## src/rtl/alu_pkg.sv

```systemverilog
// alu_pkg: shared types for the pipelined ALU.
//   alu_op_e        - 4-bit opcode encoding used on in_sel
//   alu_flags_t     - status flags produced alongside every result
//   is_carry_writer - true for opcodes whose carry updates the sticky C register
package alu_pkg;

   typedef enum logic [3:0] {
      OP_ADD  = 4'd0,
      OP_SUB  = 4'd1,
      OP_ADC  = 4'd2,
      OP_SBC  = 4'd3,
      OP_MUL  = 4'd4,
      OP_SHL  = 4'd5,
      OP_SHR  = 4'd6,
      OP_ROL  = 4'd7,
      OP_ROR  = 4'd8,
      OP_AND  = 4'd9,
      OP_OR   = 4'd10,
      OP_XOR  = 4'd11,
      OP_NOR  = 4'd12,
      OP_NAND = 4'd13,
      OP_GT   = 4'd14,
      OP_EQ   = 4'd15
   } alu_op_e;

   typedef struct packed {
      logic carry;
      logic zero;
      logic neg;
      logic ovf;
   } alu_flags_t;

   function automatic logic is_carry_writer(alu_op_e op);
      return op inside {OP_ADD, OP_SUB, OP_ADC, OP_SBC, OP_MUL};
   endfunction

endpackage

```

## src/rtl/alu_core.sv

```systemverilog
// alu_core: purely combinational ALU datapath.
//   a, b     - operands; b[SHW-1:0] is the shift/rotate amount
//   op       - opcode
//   carry_in - sticky carry consumed by ADC/SBC
//   result   - WIDTH-bit result
//   flags    - carry/borrow/shifted-out bit, zero, negative, signed overflow
module alu_core
   import alu_pkg::*;
#(
   parameter int WIDTH = 8,
   parameter int SHW   = $clog2(WIDTH)
) (
   input  logic [WIDTH-1:0] a,
   input  logic [WIDTH-1:0] b,
   input  alu_op_e          op,
   input  logic             carry_in,
   output logic [WIDTH-1:0] result,
   output alu_flags_t       flags
);

   logic [SHW-1:0]       amt;
   logic [SHW-1:0]       rot;
   logic [WIDTH:0]       a_x;
   logic [WIDTH:0]       b_x;
   logic [WIDTH:0]       c_x;
   logic [WIDTH:0]       sum;
   logic [2*WIDTH-1:0]   prod;
   logic [WIDTH:0]       shl_x;
   logic [WIDTH:0]       shr_x;
   logic [WIDTH-1:0]     rol_r;
   logic [WIDTH-1:0]     ror_r;
   logic [WIDTH-1:0]     res;
   logic                 cy;
   logic                 ovf;

   assign amt  = b[SHW-1:0];
   // Rotation wraps modulo WIDTH so non-power-of-two widths stay correct.
   assign rot  = SHW'(32'(amt) % WIDTH);
   assign a_x  = {1'b0, a};
   assign b_x  = {1'b0, b};
   assign c_x  = {{WIDTH{1'b0}}, carry_in};
   assign prod = {{WIDTH{1'b0}}, a} * {{WIDTH{1'b0}}, b};
   // One guard bit catches the last bit shifted out; it reads 0 for amt = 0.
   assign shl_x = {1'b0, a} << amt;
   assign shr_x = {a, 1'b0} >> amt;
   assign rol_r = (a << rot) | (a >> (WIDTH - int'(rot)));
   assign ror_r = (a >> rot) | (a << (WIDTH - int'(rot)));

   always_comb begin
      sum = '0;
      res = '0;
      cy  = 1'b0;
      ovf = 1'b0;
      unique case (op)
         OP_ADD: begin
            sum = a_x + b_x;
            res = sum[WIDTH-1:0];
            cy  = sum[WIDTH];
            ovf = (a[WIDTH-1] == b[WIDTH-1]) && (sum[WIDTH-1] != a[WIDTH-1]);
         end
         OP_SUB: begin
            sum = a_x - b_x;
            res = sum[WIDTH-1:0];
            cy  = sum[WIDTH];
            ovf = (a[WIDTH-1] != b[WIDTH-1]) && (sum[WIDTH-1] != a[WIDTH-1]);
         end
         OP_ADC: begin
            sum = a_x + b_x + c_x;
            res = sum[WIDTH-1:0];
            cy  = sum[WIDTH];
            ovf = (a[WIDTH-1] == b[WIDTH-1]) && (sum[WIDTH-1] != a[WIDTH-1]);
         end
         OP_SBC: begin
            sum = a_x - b_x - c_x;
            res = sum[WIDTH-1:0];
            cy  = sum[WIDTH];
            ovf = (a[WIDTH-1] != b[WIDTH-1]) && (sum[WIDTH-1] != a[WIDTH-1]);
         end
         OP_MUL: begin
            res = prod[WIDTH-1:0];
            cy  = |prod[2*WIDTH-1:WIDTH];
         end
         OP_SHL: begin
            res = shl_x[WIDTH-1:0];
            cy  = shl_x[WIDTH];
         end
         OP_SHR: begin
            res = shr_x[WIDTH:1];
            cy  = shr_x[0];
         end
         OP_ROL:  res = rol_r;
         OP_ROR:  res = ror_r;
         OP_AND:  res = a & b;
         OP_OR:   res = a | b;
         OP_XOR:  res = a ^ b;
         OP_NOR:  res = ~(a | b);
         OP_NAND: res = ~(a & b);
         OP_GT:   res = {{(WIDTH-1){1'b0}}, (a > b)};
         OP_EQ:   res = {{(WIDTH-1){1'b0}}, (a == b)};
         default: res = '0;
      endcase
   end

   assign result      = res;
   assign flags.carry = cy;
   assign flags.zero  = (res == '0);
   assign flags.neg   = res[WIDTH-1];
   assign flags.ovf   = ovf;

endmodule

```

## src/rtl/alu_pipe.sv

```systemverilog
// alu_pipe: two-stage pipelined ALU with valid/ready on both sides and a
// sticky carry register C for multi-word ADC/SBC chains.
//   clock, reset            - rising-edge clock, synchronous active-low reset
//   in_valid/in_ready       - operand handshake (in_ready combinational)
//   in_a, in_b, in_sel      - operands and opcode
//   out_valid/out_ready     - result handshake
//   out_result, out_carry,
//   out_zero, out_neg,
//   out_ovf                 - registered result and flags
module alu_pipe
   import alu_pkg::*;
#(
   parameter int WIDTH = 8,
   parameter int SHW   = $clog2(WIDTH)
) (
   input  logic             clock,
   input  logic             reset,
   input  logic             in_valid,
   output logic             in_ready,
   input  logic [WIDTH-1:0] in_a,
   input  logic [WIDTH-1:0] in_b,
   input  logic [3:0]       in_sel,
   output logic             out_valid,
   input  logic             out_ready,
   output logic [WIDTH-1:0] out_result,
   output logic             out_carry,
   output logic             out_zero,
   output logic             out_neg,
   output logic             out_ovf
);

   logic             s1_valid_q, s1_valid_d;
   logic [WIDTH-1:0] s1_a_q,     s1_a_d;
   logic [WIDTH-1:0] s1_b_q,     s1_b_d;
   alu_op_e          s1_op_q,    s1_op_d;
   logic             s2_valid_q, s2_valid_d;
   logic [WIDTH-1:0] result_q,   result_d;
   alu_flags_t       flags_q,    flags_d;
   logic             carry_q,    carry_d;

   logic             en1;
   logic             en2;
   logic [WIDTH-1:0] core_result;
   alu_flags_t       core_flags;

   alu_core #(
      .WIDTH (WIDTH),
      .SHW   (SHW)
   ) u_core (
      .a        (s1_a_q),
      .b        (s1_b_q),
      .op       (s1_op_q),
      .carry_in (carry_q),
      .result   (core_result),
      .flags    (core_flags)
   );

   always_comb begin
      en2        = !s2_valid_q || out_ready;
      en1        = !s1_valid_q || en2;
      in_ready   = reset && en1;

      s1_valid_d = s1_valid_q;
      s1_a_d     = s1_a_q;
      s1_b_d     = s1_b_q;
      s1_op_d    = s1_op_q;
      s2_valid_d = s2_valid_q;
      result_d   = result_q;
      flags_d    = flags_q;
      carry_d    = carry_q;

      if (en1) begin
         s1_valid_d = in_valid;
         if (in_valid) begin
            s1_a_d  = in_a;
            s1_b_d  = in_b;
            s1_op_d = alu_op_e'(in_sel);
         end
      end

      // C is written only as a beat leaves stage 1, so a following ADC/SBC
      // still in stage 1 sees it on the very next cycle.
      if (en2) begin
         s2_valid_d = s1_valid_q;
         if (s1_valid_q) begin
            result_d = core_result;
            flags_d  = core_flags;
            if (is_carry_writer(s1_op_q)) begin
               carry_d = core_flags.carry;
            end
         end
      end
   end

   always_ff @(posedge clock) begin
      if (!reset) begin
         s1_valid_q <= 1'b0;
         s1_a_q     <= '0;
         s1_b_q     <= '0;
         s1_op_q    <= OP_ADD;
         s2_valid_q <= 1'b0;
         result_q   <= '0;
         flags_q    <= '0;
         carry_q    <= 1'b0;
      end else begin
         s1_valid_q <= s1_valid_d;
         s1_a_q     <= s1_a_d;
         s1_b_q     <= s1_b_d;
         s1_op_q    <= s1_op_d;
         s2_valid_q <= s2_valid_d;
         result_q   <= result_d;
         flags_q    <= flags_d;
         carry_q    <= carry_d;
      end
   end

   assign out_valid  = s2_valid_q;
   assign out_result = result_q;
   assign out_carry  = flags_q.carry;
   assign out_zero   = flags_q.zero;
   assign out_neg    = flags_q.neg;
   assign out_ovf    = flags_q.ovf;

endmodule

```

## config.mk

```make
export PLATFORM = sky130hd
export DESIGN_NAME = alu_pipe
export DESIGN_NICKNAME = d
export VERILOG_FILES = /design/src/rtl/alu_pkg.sv /design/src/rtl/alu_core.sv /design/src/rtl/alu_pipe.sv
export SDC_FILE = /design/constraint.sdc
export NUM_CORES = 1
export LEC_CHECK = 0
export ABC_AREA = 1
export CORE_MARGIN = 2
export CORE_UTILIZATION = 60
export CTS_CLUSTER_DIAMETER = 60
export DETAILED_ROUTE_END_ITERATION = 8
export DONT_BUFFER_PORTS = 1
export PLACE_DENSITY = 0.76
export REMOVE_ABC_BUFFERS = 1
export SYNTH_ARGS = -nofsm -noshare
export SYNTH_HDL_FRONTEND = slang
export SYNTH_SLANG_ARGS = --single-unit
```

## constraint.sdc

```tcl
create_clock -name clock -period 5.6 [get_ports clock]
set_input_delay 0.84 -clock clock [delete_from_list [all_inputs] [get_ports clock]]
set_output_delay 0.84 -clock clock [all_outputs]
set_load 0.005 [all_outputs]
```

## Yosys cells after proc, flatten, opt, wreduce, memory -nomap -nowiden

Index checks and enable logic that the tools add are counted.

- Register bits: 35

- Add/sub/neg operators: 5
- Multiply operators: 1
- Magnitude comparators: 1
- Equality and inequality tests: 22
- Shift-type cells: 6
- Multiplexer cells: 3
- Bitwise operators: 7
- Reduce and logical (&&, ||, !) cells: 16

Operators with widths:

| cell | count |
|---|---|
| one-hot mux 8 bit (16 select lines) | 1 |
| == test 4 bit (second input constant) | 8 |
| << shifter 8 x 32 -> 8 bit | 1 |
| >> shifter 8 x 32 -> 8 bit | 1 |
| OR 8 bit | 3 |
| == test 4 x 3 -> 1 bit (second input constant) | 4 |
| multiplier 8 x 8 -> 16 bit | 1 |
| inverter 8 bit | 2 |
| adder 8 x 8 -> 9 bit | 1 |
| adder 9 x 1 -> 9 bit | 1 |
| << shifter 8 x 3 -> 9 bit | 1 |
| >> shifter 9 x 3 -> 9 bit | 1 |
| subtractor 8 x 8 -> 9 bit | 1 |
| subtractor 9 x 1 -> 9 bit | 1 |
| bitwise AND 8 bit | 1 |
| == test 4 x 2 -> 1 bit (second input constant) | 2 |
| == test 8 bit | 1 |
| greater-than comparator 8 bit | 1 |
| logical NOT 8 bit | 1 |
| OR reduction 8 bit | 1 |
| << shifter 8 x 3 -> 8 bit | 1 |
| >> shifter 8 x 3 -> 8 bit | 1 |
| bitwise XOR 8 bit | 1 |
| one-hot mux 1 bit (7 select lines) | 1 |
| other kinds (12) | 23 |

## Depth between registers and ports, before layout

Gate-level depths: netlist of the first run.

- Depth in word-level cells: 5
- Gate-level depth with buffers: 25

## Cells and area by module

From an unflattened synthesis of the first run, not the netlist that was laid out.

- Cells, all modules: 1185
- Area, all modules: 6757.7 sq um

By module, submodules not included:

| module | instances | cells an instance | area an instance (sq um) | sequential area each (sq um) |
|---|---|---|---|---|
| alu_core | 1 | 1026 | 5482.8 | 0.0 |
| alu_pipe | 1 | 159 | 1275.0 | 700.7 |

## Worst setup path before layout of the first run

Ideal clock, no wire load.

- Path type: reg2reg
- Start: register s1_b_q[2]
- End: register carry_q
- Setup time: 0.109 ns
- Arrival time: 4.271 ns
- Required time: 5.491 ns
- Path slack: 1.220 ns
- Stages on the path, launching flop included: 23
- Buffers on the path: 2
- Clock period less this slack: 4.380 ns
- Cells stage by stage: dfxtp_1 > buf_4 > clkbuf_1 > nand2_1 > fa_1 > inv_1 > ha_1 > inv_1 > fa_1 > fa_1 > inv_1 > ha_1 > o21ai_0 > inv_1 > a21oi_1 > o21ai_0 > xor2_1 > nor2_1 > nand3_1 > nand2_1 > nand3b_1 > nand2_1 > inv_1

- Word-level cells in the longest chain between the ends: 3

RTL lines:

| element | line | source |
|---|---|---|
| start: declaration | alu_pipe.sv:34 | `logic [WIDTH-1:0] s1_b_q, s1_b_d;` |
| start signal: assignment | alu_pipe.sv:99 | `s1_b_q <= '0;` |
| start signal: assignment | alu_pipe.sv:108 | `s1_b_q <= s1_b_d;` |
| multiplier 8 x 8 -> 16 bit, or another cell as far along | alu_core.sv:42 | `assign prod = {{WIDTH{1'b0}}, a} * {{WIDTH{1'b0}}, b};` |
| OR reduction 8 bit, or another cell as far along | alu_core.sv:81 | `cy = \|prod[2*WIDTH-1:WIDTH];` |
| one-hot mux 1 bit (7 select lines) (*) | alu_core.sv:54 | `unique case (op)` |
| end signal: assignment | alu_pipe.sv:113 | `carry_q <= carry_d;` |
| end: declaration | alu_pipe.sv:39 | `logic carry_q, carry_d;` |

Mark *: on every way between the ends. The rest lies on a longest branch, timed or not.
A chain may end at the register's enable or synchronous reset.

## Worst setup path after layout of the first run

- Start: register s1_a_q[3]
- End: register flags_q, in the netlist out_carry

- Word-level cells in the longest chain between the ends: 3

RTL lines:

| element | line | source |
|---|---|---|
| start: declaration | alu_pipe.sv:33 | `logic [WIDTH-1:0] s1_a_q, s1_a_d;` |
| start signal: assignment | alu_pipe.sv:98 | `s1_a_q <= '0;` |
| start signal: assignment | alu_pipe.sv:107 | `s1_a_q <= s1_a_d;` |
| multiplier 8 x 8 -> 16 bit, or another cell as far along | alu_core.sv:42 |  |
| OR reduction 8 bit, or another cell as far along | alu_core.sv:81 |  |
| one-hot mux 1 bit (7 select lines) (*) | alu_core.sv:54 |  |
| end signal: assignment | alu_pipe.sv:112 | `flags_q <= flags_d;` |
| end: declaration | alu_pipe.sv:38 | `alu_flags_t flags_q, flags_d;` |

Marked as above.

==> impl_metrics.py, run 1 <==
metrics = {
    "power_and_ir_drop": {
        "p_leak_nw": 3.709,
        "ir_drop_mv": 0.1265,
        "power_density_nw_per_um2": 166.7,
    },
    "grt": {
        "grt_start_max_net_pins": 42,
        "antenna_found_initial": 0,
        "grt_pass1_vias": 6450,
        "grt_pass1_wl_mm": 33.04,
        "grt_use_total_pct": 35.97,
        "grt-ovfl-total": 0,
    },
    "setup_path": {
        "arrival_ns": 5.10,
        "worstPathCellList": "ha_1 -> inv_1 -> fa_1 -> inv_1 -> ha_1 -> inv_1 -> fa_1 -> fa_1 -> inv_1 -> ha_1 -> o21ai_0 -> inv_1 -> a21oi_1 -> o21ai_0 -> xor2_1 -> nor2_1 -> nand3_1 -> nand2_1 -> nand3_1 -> nand2_1 -> inv_1",
        "r2r_start": "s1_a_q[3]$_SDFFE_PN0P_",
        "slowest_delay_ns": 0.57,
        "startpoint": "s1_a_q[3]$_SDFFE_PN0P_",
        "critPathLaunchType": "flop",
        "r2r-end": "out_carry$_SDFFE_PN0P_",
        "worstSetupEndpointType": "flop",
        "cp.required_ns": 5.80,
        "slowest_stage": "dfxtp_1",
        "rrSetupSlack_ns": 0.70,
        "path_class": "reg -> reg",
        "path_common_cell": "inv_1",
        "worstPathMaxFanout": 11,
        "reg2reg_depth": 21,
    },
    "timing": {
        "period_needed_ns": 4.901,
        "drv_slew": 0,
        "worst_slack_ns": 0.6992,
        "setup_viol": 0,
        "hold_ws_ns": 0.4924,
        "hold_viol": 0,
        "rsz0062_at_grt": "false",
        "setup_tns_ns": 0,
        "fin_skew_ns": 0.008175,
        "worst_pin_slew_ns": 1.127,
        "min_period_over_period_pct": 87.52,
        "fmax_mhz": 204.0,
        "max-slew-margin-rel_pct": 24.70,
    },
    "routing": {
        "vias": 7078,
        "dr_wl_met3_mm": 1.920,
        "dr.pass1.iters": 9,
        "drt-met1-wl_mm": 9.187,
        "wl_met2_mm": 8.322,
        "ant_nets": 0,
        "wl_per_cell_um": 16.39,
        "viasPerCell": 5.731,
        "route.detailed.drc": 0,
        "top_layer": "met4",
        "wirelength_mm": 20.24,
        "drt_iter0_markers": 801,
    },
    "die": {
        "die-area_um2": 11840,
        "die_x_um": 108.8,
        "coreArea_um2": 10790,
        "rows": 38,
        "initial_core_util_pct": 61.08,
        "io_pins": 38,
        "dieHeight_um": 108.8,
    },
    "yosys": {
        "syn_avg_cell_area_um2": 5.886,
        "ys_seq_area_share_pct": 10.32,
        "synth_top_cell_area_share_pct": 19.19,
        "synth-adder-area-share_pct": 24.07,
        "synth_seq_cells": 34,
        "synth.largest_area_cell": "nand2_1",
        "synth_top_family_by_area": "simple AND/OR/NAND/NOR gates",
        "ys_types": 40,
        "synth_area_leaders": "nand2_1 19%, ha_1 13%, fa_1 12%",
        "synth.area.mux_share_pct": 0,
        "synth_xor_area_share_pct": 1.196,
        "synth-simple-area-share_pct": 41.47,
        "synth_warnings": 0,
        "synth_compound_area_share_pct": 10.19,
        "synthCells": 1120,
        "synth_area_um2": 6593,
    },
    "clock_network": {
        "cts_root_buffer": "clkbuf_8",
        "clk_latency_ns": 0.30,
        "tritoncts": "built",
        "htreeDepth": 2,
        "cts.clk_slew.worst_paths_ns": 0.08,
        "cts-resized-gates": 0,
        "cts_sinks": 34,
        "cts_made_buffers": 5,
        "cts_buffer_depth": 2,
        "postCtsSetupRepairBufs": 0,
        "ctsHoldBuffers": 0,
    },
    "job": {
        "maxCapViolations": 0,
    },
    "hold_path": {
        "worstHoldStart": "out_zero$_SDFFE_PN0P_",
        "min_to": "out_zero$_SDFFE_PN0P_",
        "hold_depth": 2,
        "holdCritPathClass": "reg -> reg",
    },
    "place": {
        "dpl.hpwl_mm": 16.39,
        "gp_congestion": 1.059,
        "dpl_worst_slack_ns": 0.7761,
        "port_buffers": 0,
    },
    "cells_and_area": {
        "drive_gt1_share_pct": 4.932,
        "fin_nets": 1222,
        "antenna_cells": 0,
        "area_growth_pct": 1.879,
        "nFillCells": 1125,
    },
    "status": {
        "outcome": "finished clean",
    },
}
## power by group
| part | internal (W) | switching (W) | total, W | leakage, nW |
|---|---|---|---|---|
| sequential | 0.000259 | 0.0000339 | 0.000293 | 0.281 |
| combinational | 0.000198 | 0.000425 | 0.000623 | 3.38 |
| clock | 0.0000990 | 0.000104 | 0.000203 | 0.0472 |
## state kept, by name, summed over array words and instances (netlist names), 4 cells and up
| register | cells |
|---|---|
| out_result | 8 |
| s1_b_q | 8 |
| s1_op_q | 4 |
| s1_a_q | 8 |
## placed cells by master (no fill, tap or decap), types with 6 or more instances in the layout
master    Yosys  final
buf_4         7      7
ha_1         66     66
nand2_2      16     16
nand2_1     337    337
fa_1         38     38
nand3b_1      7      7
nand3_1     132    132
dfxtp_1      34     34
clkbuf_8      0      6
inv_1       166    166
nor2_1      103    103
nand4_1      16     16
o21ai_0      51     51
a21oi_1      58     58
nor2_2        7      7
## through the flow
step                      cell area (um2)  cells  utilization (%)  total power (W)
after CTS                            6716   1235            62.23         0.001104
after global placement               6621   1227            61.35        0.0009000
final                                6716   1235            62.23         0.001120
after global routing                 6716   1235            62.23         0.001214
after floorplan                      6394   1080                -        0.0007431
after detailed placement             6621   1227            61.35        0.0009020
## Yosys cell counts, drive strengths merged
master	number
or2	4
o21ai	56
o21a	1
xor2	5
o211ai	3
and2	1
nor2	112
a21o	1
buf	18
and3	1
nor3	5
dfxtp	34
a211oi	1
a21oi	61
clkbuf	22
nand3	134
ha	66
a21boi	3
nand4	16
xnor2	4
fa	38
nor4	1
nand3b	7
clkinv	1
nand2	354
inv	170
o21bai	1
## worst max-delay path, delay by kind of cell, from the launching register on
| kind | cells | cell delay, ns |
|---|---|---|
| xor gates and xnor gates | 1 | 0.16 |
| DFF | 1 | 0.57 |
| AOI/OAI and AO/OA | 3 | 0.89 |
| adders and majority gates | 6 | 2.39 |
| buffers and inverters | 6 | 0.36 |
| and+or+nand+nor | 5 | 0.42 |
## worst max-delay path by stage
| stage | endpoint | slack (ns) | depth (start not counted) |
|---|---|---|---|
| CTS | out_carry$_SDFFE_PN0P_ | 0.76 | 21 |
| global route | out_carry$_SDFFE_PN0P_ | 0.19 | 21 |
| floorplan | carry_q$_SDFFE_PN0P_ | 1.32 | 18 |
| detailed placement | carry_q$_SDFFE_PN0P_ | 0.78 | 21 |
| finish | out_carry$_SDFFE_PN0P_ | 0.70 | 21 |
| global placement | out_carry$_SDFFE_PN0P_ | 0.92 | 21 |
## kinds of logic after synthesis
group	Yosys count
AND/OR/NAND/NOR	635
buffers and inverters	211
AO/OA/AOI/OAI	127
adder cells (fa/ha/maj)	104
flip-flops	34
XOR/XNOR	9
## metal layers
layer	GRT usage [%]	vias up
li1	-	3480
met5	0	-
met3	4.483	65
met4	13.19	0
met2	54.11	387
met1	52.58	3146
## cell type report
type                       count  area [um2]  share of cell area, %
sequential                    34       680.7                  10.13
inverter                     171       641.9                  9.557
timing repair buffer           7       52.55                 0.7824
clock inverter                 2       12.51                 0.1863
tap                          140       175.2                  2.608
multi-input combinational    875        5071                  75.50
clock buffer                   6       82.58                  1.230
(Power assumes the default switching activity.)
==> inputs of run 2 (changes only) <==
Settings changed: ABC_AREA 1 to not set.
==> run 2 against run 1 <==
Net effect: wire length is 19% higher; sequential power down 4%; critical path depth fell by 4; via count grew 0.13%; clock skew shrank 0.0030 ns; power is 4.9% higher; die area is 2.7% higher; critical endpoint is now carry_q$_SDFFE_PN0P_; highest routed layer unchanged.
==> impl_metrics.py, run 2 <==
metrics = {
    "clock_network": {
        "ctsHoldBuffers": 0,
        "cts_made_buffers": 5,
        "cts_root_buffer": "clkbuf_16",
        "cts_sinks": 34,
        "cts.clk_slew.worst_paths_ns": 0.06,
        "htreeDepth": 2,
        "cts-resized-gates": 0,
        "postCtsSetupRepairBufs": 0,
        "tritoncts": "built",
        "cts_buffer_depth": 2,
        "clk_latency_ns": 0.28,
    },
    "grt": {
        "grt_use_total_pct": 40.18,
        "grt-ovfl-total": 0,
        "grt_start_max_net_pins": 32,
        "antenna_found_initial": 0,
        "grt_pass1_vias": 6850,
        "grt_pass1_wl_mm": 36.80,
    },
    "place": {
        "port_buffers": 0,
        "gp_congestion": 1.043,
        "dpl_worst_slack_ns": 0.2134,
        "dpl.hpwl_mm": 18.91,
    },
    "die": {
        "io_pins": 38,
        "coreArea_um2": 10940,
        "die_x_um": 110.3,
        "dieHeight_um": 110.3,
        "initial_core_util_pct": 61.99,
        "rows": 38,
        "die-area_um2": 12170,
    },
    "yosys": {
        "synth_seq_cells": 34,
        "synth_area_leaders": "ha_1 12%, fa_1 11%, dfxtp_1 10%",
        "ys_seq_area_share_pct": 10.04,
        "synthCells": 914,
        "synth_area_um2": 6779,
        "synth_top_cell_area_share_pct": 12.18,
        "synth_common_cells": "114 x nand2_1, 98 x nor2_1, 86 x inv_1, 66 x ha_1, 55 x a21oi_1",
        "synth.largest_area_cell": "ha_1",
        "synth-edff-count": 0,
        "synthMostInstantiatedCell": "nand2_1",
        "ys.flop_type": "dfxtp_1",
        "syn_avg_cell_area_um2": 7.417,
        "async_flop_share_pct": 0,
        "synth_warnings": 0,
        "ys_types": 70,
    },
    "cells_and_area": {
        "drive_gt1_share_pct": 8.465,
        "antenna_cells": 0,
        "fin_nets": 1013,
        "final-seq-area_um2": 686.9,
        "layout_commonest_cell": "nand2_1",
        "final_cell_mix": "114 x nand2_1, 98 x nor2_1, 86 x inv_1",
        "nFillCells": 993,
        "multi_input_area_um2": 5515,
        "area_growth_pct": 4.356,
    },
    "timing": {
        "worst_slack_ns": 0.2623,
        "period_needed_ns": 5.338,
        "worst_pin_slew_ns": 1.131,
        "drv_slew": 0,
        "hold_viol": 0,
        "min_period_over_period_pct": 95.32,
        "setup_tns_ns": 0,
        "rsz0062_at_grt": "false",
        "setup_viol": 0,
        "fin_skew_ns": 0.005197,
        "fmax_mhz": 187.3,
        "max-slew-margin-rel_pct": 22.66,
    },
    "setup_path": {
        "rrSetupSlack_ns": 0.26,
        "arrival_ns": 5.51,
        "worstPathMaxFanout": 8,
        "startpoint": "s1_b_q[4]$_SDFFE_PN0P_",
        "worstSetupEndpointType": "flop",
        "r2r_start": "s1_b_q[4]$_SDFFE_PN0P_",
        "endpoint": "carry_q$_SDFFE_PN0P_",
        "path_class": "reg -> reg",
        "cp.required_ns": 5.78,
        "critPathLaunchType": "flop",
        "reg2reg_depth": 17,
        "r2r-end": "carry_q$_SDFFE_PN0P_",
    },
    "power_and_ir_drop": {
        "pwr-share-seq_pct": 24.0,
        "switching_power_w": 0.0004749,
        "internal-power_w": 0.0006992,
        "p_comb_share_pct": 44.5,
        "ir_drop_mv": 0.1970,
        "clkPwrFrac_pct": 31.5,
        "p_leak_nw": 2.964,
        "power_density_nw_per_um2": 166.0,
        "swShare_pct": 40.45,
    },
    "routing": {
        "route.detailed.drc": 0,
        "ant_nets": 0,
        "viasPerCell": 6.907,
        "dr.pass1.iters": 6,
        "wirelength_mm": 24.17,
        "drt_iter0_markers": 803,
        "vias": 7087,
        "wl_per_cell_um": 23.56,
    },
    "hold_path": {
        "worstHoldStart": "out_result[0]$_SDFFE_PN0P_",
        "holdCritPathClass": "reg -> reg",
    },
    "job": {
        "maxCapViolations": 0,
    },
    "status": {
        "outcome": "finished clean",
    },
}
run 2: cell types whose count changed after synthesis, moves of 15 or more:
cell,delta
o21ai_0,-20
inv_1,-80
mux2i_1,+18
clkbuf_1,+17
nor2b_1,+16
nand3_1,-117
nand2_2,-16
nand2_1,-223
xnor2_1,+15
nor3_1,+15
run 2: critical path: stages (launching register included):
cell and delay, ns:
dfxtp_1 0.49, ha_2 0.37, fa_1 0.45, inv_1 0.08, fa_1 0.44, fa_1 0.53, fa_1 0.55, inv_1 0.04
ha_1 0.33, or2_2 0.32, a21oi_1 0.15, a21oi_1 0.11, a311o_1 0.36, a221oi_1 0.27, a31oi_1 0.21, a211o_1 0.29
nor3_1 0.18, nor2_1 0.07
run 2: per-stage QoR:
step                      util (%)  instances   power, W  hold slack, ns  area [um2]
final                        64.69       1026   0.001174          0.5145        7074
after global routing         64.69       1026   0.001220          0.5406        7074
after CTS                    64.57       1026   0.001156          0.5127        7061
after detailed placement     62.79       1018  0.0007869          0.5045        6867
after global placement       62.79       1018  0.0007736          0.4703        6867
after floorplan                  -        856  0.0006323          0.4527        6526
run 2: how the worst min path moves through the flow:
stage / end / slack, ns / cells after the start
3_5_place_dp: out_result[0]$_SDFFE_PN0P_ / 0.50 / 2
3_3_place_gp: out_result[0]$_SDFFE_PN0P_ / 0.47 / 2
4_1_cts: out_result[0]$_SDFFE_PN0P_ / 0.51 / 2
2_1_floorplan: out_result[0]$_SDFFE_PN0P_ / 0.45 / 2
5_1_grt: out_result[0]$_SDFFE_PN0P_ / 0.54 / 2
6_report: out_result[0]$_SDFFE_PN0P_ / 0.51 / 2
run 2: metal layers:
metal  share of wire (%)  track usage [%]  wire length [um]  up-vias
li1                    -                -                 -     3164
met1                  41            53.26              9795     3412
met5                   0                0                 0        -
met2                  45            63.19             10760      424
met4                 4.9            18.93              1182        0
met3                  10            7.584              2429       87
run 2: layout make-up:
cell class | instances | area share [%]
multi-input cells | 732 | 77.96
flip-flops and latches | 34 | 9.710
inverters | 90 | 4.775
well taps | 140 | 2.476
repair buffers | 22 | 2.335
clock buffers | 5 | 1.769
clock inverters | 3 | 0.9728
run 2: logic make-up (layout without fill, tap and decap cells):
family,Yosys count,after routing,share of synthesized area (%)
simple gates,337,337,23.37
compound gates,222,222,22.61
buf+inv,148,120,8.712
fa+ha+maj,104,104,23.40
mux,35,35,7.475
xor+xnor,34,34,4.393
flops,34,34,10.04
run 2: power groups by stage:
| stage | Sequential, W | Combinational (W) | Clock (W) |
|---|---|---|---|
| global placement | 0.000285 | 0.000489 | 0 |
| finish | 0.000282 | 0.000522 | 0.000370 |
| global route | 0.000284 | 0.000558 | 0.000378 |
| detailed placement | 0.000286 | 0.000501 | 0 |
| floorplan | 0.000297 | 0.000336 | 0 |
| CTS | 0.000280 | 0.000505 | 0.000371 |
